<file path="src/rtl/mem_request_port.sv">
// mem_request_port: per-node initiator for the shared SRAM arbiter.
// Buffers up to two CPU load/store commands, presents them one at a time as a
// held request level to the arbiter, waits for this node's grant (or gives up
// after TIMEOUT_CYCLES), and returns a one-cycle response in command order.
// Every request is followed by one all-low cycle so the arbiter always sees a
// fresh rising edge on the next request.
module mem_request_port #(
  parameter int TIMEOUT_CYCLES = 64,
  parameter int DEPTH          = 2
) (
  input  logic        clk,
  input  logic        reset,
  input  logic        cmd_valid,
  output logic        cmd_ready,
  input  logic        cmd_write,
  input  logic [15:0] cmd_addr,
  input  logic [15:0] cmd_wdata,
  output logic        rsp_valid,
  output logic        rsp_write,
  output logic [15:0] rsp_rdata,
  output logic        rsp_error,
  output logic        readRequest,
  output logic        writeRequest,
  output logic [15:0] ADDR,
  output logic [15:0] DATA,
  input  logic        requestDone,
  input  logic [15:0] DataToCPUs
);

  localparam int CNT_W = $clog2(TIMEOUT_CYCLES + 1);
  localparam logic [CNT_W-1:0] LAST_WAIT = CNT_W'(TIMEOUT_CYCLES - 1);

  typedef enum logic [1:0] {
    IDLE = 2'd0,
    REQ  = 2'd1,
    GAP  = 2'd2
  } state_t;

  typedef struct packed {
    logic        write;
    logic [15:0] addr;
    logic [15:0] wdata;
  } cmd_t;

  state_t           state;
  state_t           next_state;

  // Two-entry command buffer; pointers are one bit wide because the depth is
  // fixed at two.
  cmd_t             fifo_mem [DEPTH];
  logic             wr_ptr;
  logic             rd_ptr;
  logic [1:0]       count;
  logic [1:0]       count_next;

  logic [CNT_W-1:0] wait_cnt;

  cmd_t             head;
  logic             push;
  logic             grant;
  logic             timeout;
  logic             pop;

  // Next-state and handshake decode.
  always_comb begin
    // NOTE: every signal written here gets a default first, so no path
    // through the block can leave one unassigned and infer a latch.
    next_state = state;
    head       = fifo_mem[rd_ptr];
    push       = cmd_valid && cmd_ready;
    grant      = (state == REQ) && requestDone;
    timeout    = (state == REQ) && !requestDone && (wait_cnt == LAST_WAIT);
    pop        = grant || timeout;
    count_next = count;

    unique case ({push, pop})
      2'b10:   count_next = count + 2'd1;
      2'b01:   count_next = count - 2'd1;
      default: count_next = count;
    endcase

    unique case (state)
      IDLE: if (count != 2'd0) next_state = REQ;
      REQ:  if (pop) next_state = GAP;
      GAP:  next_state = (count != 2'd0) ? REQ : IDLE;
      default: next_state = IDLE;
    endcase
  end

  // State register.
  always_ff @(posedge clk or negedge reset) begin
    // NOTE: sequential state is updated with non-blocking assignments so all
    // registers sample their inputs from the same pre-edge values.
    if (!reset) state <= IDLE;
    else        state <= next_state;
  end

  // Buffer storage write; payload only, no reset needed.
  always_ff @(posedge clk) begin
    // NOTE: the payload array is deliberately not reset: it is only read
    // while count > 0, so stale contents are never visible.
    if (push) fifo_mem[wr_ptr] <= '{write: cmd_write, addr: cmd_addr, wdata: cmd_wdata};
  end

  // Buffer pointers, occupancy and registered ready.
  always_ff @(posedge clk or negedge reset) begin
    if (!reset) begin
      wr_ptr    <= 1'b0;
      rd_ptr    <= 1'b0;
      count     <= 2'd0;
      cmd_ready <= 1'b1;
    end else begin
      if (push) wr_ptr <= ~wr_ptr;
      if (pop)  rd_ptr <= ~rd_ptr;
      count     <= count_next;
      cmd_ready <= (count_next != 2'd2);
    end
  end

  // Wait counter: zero outside REQ, counts REQ cycles spent without a grant.
  always_ff @(posedge clk or negedge reset) begin
    if (!reset)                     wait_cnt <= '0;
    else if ((state == REQ) && !pop) wait_cnt <= wait_cnt + CNT_W'(1);
    else                            wait_cnt <= '0;
  end

  // Arbiter-facing request level, address and data, loaded for the state
  // being entered so they are valid for the whole REQ cycle.
  always_ff @(posedge clk or negedge reset) begin
    if (!reset) begin
      readRequest  <= 1'b0;
      writeRequest <= 1'b0;
      ADDR         <= '0;
      DATA         <= '0;
    end else if (next_state == REQ) begin
      readRequest  <= ~head.write;
      writeRequest <= head.write;
      ADDR         <= head.addr;
      DATA         <= head.write ? head.wdata : 16'h0000;
    end else begin
      readRequest  <= 1'b0;
      writeRequest <= 1'b0;
      ADDR         <= '0;
      DATA         <= '0;
    end
  end

  // One-cycle response for each completed or abandoned command.
  always_ff @(posedge clk or negedge reset) begin
    if (!reset) begin
      rsp_valid <= 1'b0;
      rsp_write <= 1'b0;
      rsp_rdata <= '0;
      rsp_error <= 1'b0;
    end else begin
      rsp_valid <= pop;
      rsp_write <= pop && head.write;
      rsp_error <= timeout;
      rsp_rdata <= (grant && !head.write) ? DataToCPUs : 16'h0000;
    end
  end

endmodule

</file>
<file path="config.mk">
export PLATFORM = sky130hd
export DESIGN_NAME = mem_request_port
export DESIGN_NICKNAME = d
export VERILOG_FILES = /design/src/rtl/mem_request_port.sv
export SDC_FILE = /design/constraint.sdc
export NUM_CORES = 1
export LEC_CHECK = 0
export ABC_CLOCK_PERIOD_IN_PS = 2800
export BUFFER_PORTS_ARGS = -buffer_cell sky130_fd_sc_hd__buf_2
export CORE_MARGIN = 8
export CORE_UTILIZATION = 50
export CTS_BUF_LIST = sky130_fd_sc_hd__clkbuf_8
export CTS_CLUSTER_DIAMETER = 150
export CTS_CLUSTER_SIZE = 8
export DETAILED_ROUTE_END_ITERATION = 7
export HOLD_SLACK_MARGIN = 0.06
export PLACE_DENSITY = 0.78
export SLEW_MARGIN = 0
export SYNTH_ARGS = -nofsm -noshare
export SYNTH_HDL_FRONTEND = slang
export SYNTH_SLANG_ARGS = --single-unit
</file>
<file path="constraint.sdc">
create_clock -name clk -period 2.8 [get_ports clk]
set_clock_uncertainty 0.2 [all_clocks]
set_input_delay 0.56 -clock clk [delete_from_list [all_inputs] [get_ports clk]]
set_output_delay 0.56 -clock clk [all_outputs]
set_load 0.02 [all_outputs]
</file>
==> out/metrics.yaml <==
detailed_routing:
  drtIter0Drc: 169
  via_count: 2730
  ant_nets: 0
  drc: 0
  postRouteWirelength_um: 9060
  met2_length_um: 4330
  wl_per_cell_um: 16.4
  post_drt_via_cell_ratio: 4.95
  route.met3.wl_um: 706
  firstDrtPassIters: 5
  top_layer: "met4"
  wl_met1_um: 3960
synthesis:
  synth-seq-area-share: 0.762
  async_reset_ff_frac: 0.504
  ys_types: 38
  ys_warn_count: 0
  synth_edf_count: 66
  synth_seq_cells: 133
  synthesis.instances: 292
  syn-cell-area_um2: 4800
  syn_area_per_cell_um2: 16.4
  synth_ff_type: "edfxtp_1"
  synth_nets: 347
  synth_top_area_frac: 0.413
  yosys.area.top_type: "edfxtp_1"
  synth_area_leaders: "edfxtp_1, dfrtp_1, mux2_2, nor3_1, mux2i_1"
  ys_top_cells_by_count: "dfrtp_1, edfxtp_1, nor3_1"
clocking:
  cts_resized: 0
  cts_tree: "built"
  cts_max_level: 4
  numCtsBuffers: 17
  ctsLongestPathBuffers: 2
  root_buffer: "clkbuf_8"
  insertion_delay_ps: 420
  clock-sinks: 133
  clk_pin_slew_ps: 80
sta:
  hold_ws_ps: 119
  slew_headroom: 0.441
  drv_slew: 0
  rsz0062_at_grt: "false"
  max_slew.worst_pin.slew_ps: 838
  period_share: 0.800
  fin_crit_ps: 2240
  tns_ps: 0
  finalHoldViolCount: 0
  max_freq_mhz: 447
  setup-violations-final: 0
placement:
  portBuffers: 106
  post-dp-hpwl_um: 6030
  gp_congestion: 0.823
min_path:
  whs_path_depth: 1
  min_from: "cmd_addr[6]"
  hold_path.class: "in -> reg"
  holdPathEnd: "fifo_mem[1][22]"
power_and_ir_drop:
  power.leakage_uw: 0.00265
  p_per_area_nw_per_um2: 1040
  peakVddDrop_mv: 0.507
cells_and_area:
  insertedDiodeCount: 0
  n_fill_cell: 711
  multi_input_area_um2: 1030
  drive_gt1_frac: 0.409
  seqCellArea_um2: 3660
  nNetsFinal: 465
  synthToLayoutAreaGrowth_pct: 22.7
global_routing:
  grt_pass1_wl_um: 14900
  grtUsageTotal: 0.149
  grt_max_degree: 68
  antenna_found_initial: 0
  grt_pass1_vias: 2982
  overflow: 0
setup_path:
  ff2ff_path_depth: 6
  r2r_start: "wait_cnt[0]"
  worst_r2r_endpoint: "count[1]"
  crit_type: "reg -> reg"
  critPathMaxFanout: 4
  worstSetupEndpointType: "flip-flop"
  cp-start-kind: "flip-flop"
  worst-r2r-setup-slack_ps: 560
  worstPathArrival_ps: 2350
  crit_start: "wait_cnt[0]"
  worstPathRequired_ps: 2910
floorplan:
  die_w_um: 114
  die_h_um: 114
  ios: 107
  core.rowCount: 35
  dieArea_um2: 13000
  core_um2: 9280
  initial_core_util: 0.517
status:
  status: "completed"
job:
  max-cap-violations: 0
==> stage by stage <==
| stage | setup slack, ps | instance area (um^2) | utilization | cells | power, uW |
|---|---|---|---|---|---|
| 2_1_floorplan | 73.3 | 4800 | - | 292 | 3970 |
| 3_3_place_gp | 624 | 5450 | 0.587 | 519 | 4460 |
| 3_5_place_dp | 551 | 5450 | 0.587 | 519 | 4500 |
| 4_1_cts | 557 | 5890 | 0.635 | 552 | 6200 |
| 5_1_grt | 416 | 5890 | 0.635 | 552 | 6460 |
| 6_report | 561 | 5890 | 0.635 | 552 | 6130 |
==> cell usage in the layout, fill, tap and decap left out, types with 2 or more instances in the layout <==
cell type / Yosys / routed
and2_1: 17 / 17
buf_12: 0 / 2
buf_2: 3 / 105
buf_4: 2 / 4
bufinv_16: 0 / 3
clkbuf_8: 0 / 17
clkinv_2: 0 / 2
clkinv_4: 0 / 3
dfrtp_1: 66 / 65
edfxtp_1: 66 / 66
ha_1: 2 / 2
inv_6: 0 / 4
inv_8: 0 / 3
mux2_2: 16 / 16
mux2i_1: 16 / 16
nand2_1: 20 / 20
nand3b_1: 2 / 2
nor2_1: 7 / 5
nor2_4: 1 / 2
nor3_1: 34 / 34
o21ai_0: 2 / 2
o21ai_1: 2 / 2
o21bai_1: 2 / 2
xnor2_1: 4 / 4
xor2_1: 3 / 3
==> worst max-delay path, stage by stage (launching register included) <==
cell       delay (ps)
dfrtp_1           380
ha_1              230
nand4bb_1         150
o21ai_1           330
ha_1              340
o21a_1            210
or2_2             290
==> sequential cells by signal, summed over array words and instances (netlist names) <==
| register | flops |
|---|---|
| readRequest | 1 |
| wr_ptr | 1 |
| rsp_rdata | 16 |
| writeRequest | 1 |
| cmd_ready | 1 |
| rd_ptr | 1 |
| count | 2 |
| fifo_mem | 66 |
| DATA | 16 |
| state | 2 |
| wait_cnt | 7 |
| rsp_error | 1 |
| rsp_write | 1 |
| rsp_valid | 1 |
| ADDR | 16 |
==> what timing repair did <==
action / in CTS / in global routing
hold endpoints to repair: 7 / 0
hold buffers: 1 / 0
buffers inserted: 0 / 0
==> cell type report <==
| class | count | share of cell area |
|---|---|---|
| Clock inverter | 15 | 0.0331 |
| Tap cell | 129 | 0.0274 |
| Sequential cell | 133 | 0.621 |
| Multi-Input combinational cell | 145 | 0.175 |
| Inverter | 1 | 0.000637 |
| Timing Repair Buffer | 112 | 0.103 |
| Clock buffer | 17 | 0.0397 |
==> layer usage <==
metal  GRT usage  vias to the layer above
met5           0                        -
met4      0.0479                        0
met3      0.0629                        8
met2       0.243                      106
met1       0.175                     1327
li1            -                     1289
==> worst max path at each step <==
| stage | end | slack, ps |
|---|---|---|
| 2_1_floorplan | fifo_mem[0][0] | 70 |
| 6_report | count[1] | 560 |
| 3_3_place_gp | count[1] | 620 |
| 5_1_grt | count[1] | 420 |
| 3_5_place_dp | count[1] | 550 |
| 4_1_cts | count[1] | 560 |
==> where the power goes <==
part / total (uW) / leakage [uW] / switching (uW) / internal [uW]
logic: 1650 / 0.000930 / 1020 / 626
registers: 2790 / 0.00150 / 221 / 2570
clock network: 1690 / 0.000221 / 777 / 911
==> kinds of logic after synthesis <==
| logic type | after synthesis | share of synthesized area |
|---|---|---|
| and+or+nand+nor | 91 | 0.103 |
| DFF | 133 | 0.762 |
| xor gates and xnor gates | 7 | 0.0128 |
| adders and majority gates | 2 | 0.00521 |
| muxes | 33 | 0.0740 |
| AOI/OAI and AO/OA | 12 | 0.0175 |
| buffers and inverters | 14 | 0.0258 |
No activity file was read; power rests on OpenSTA's default activity.
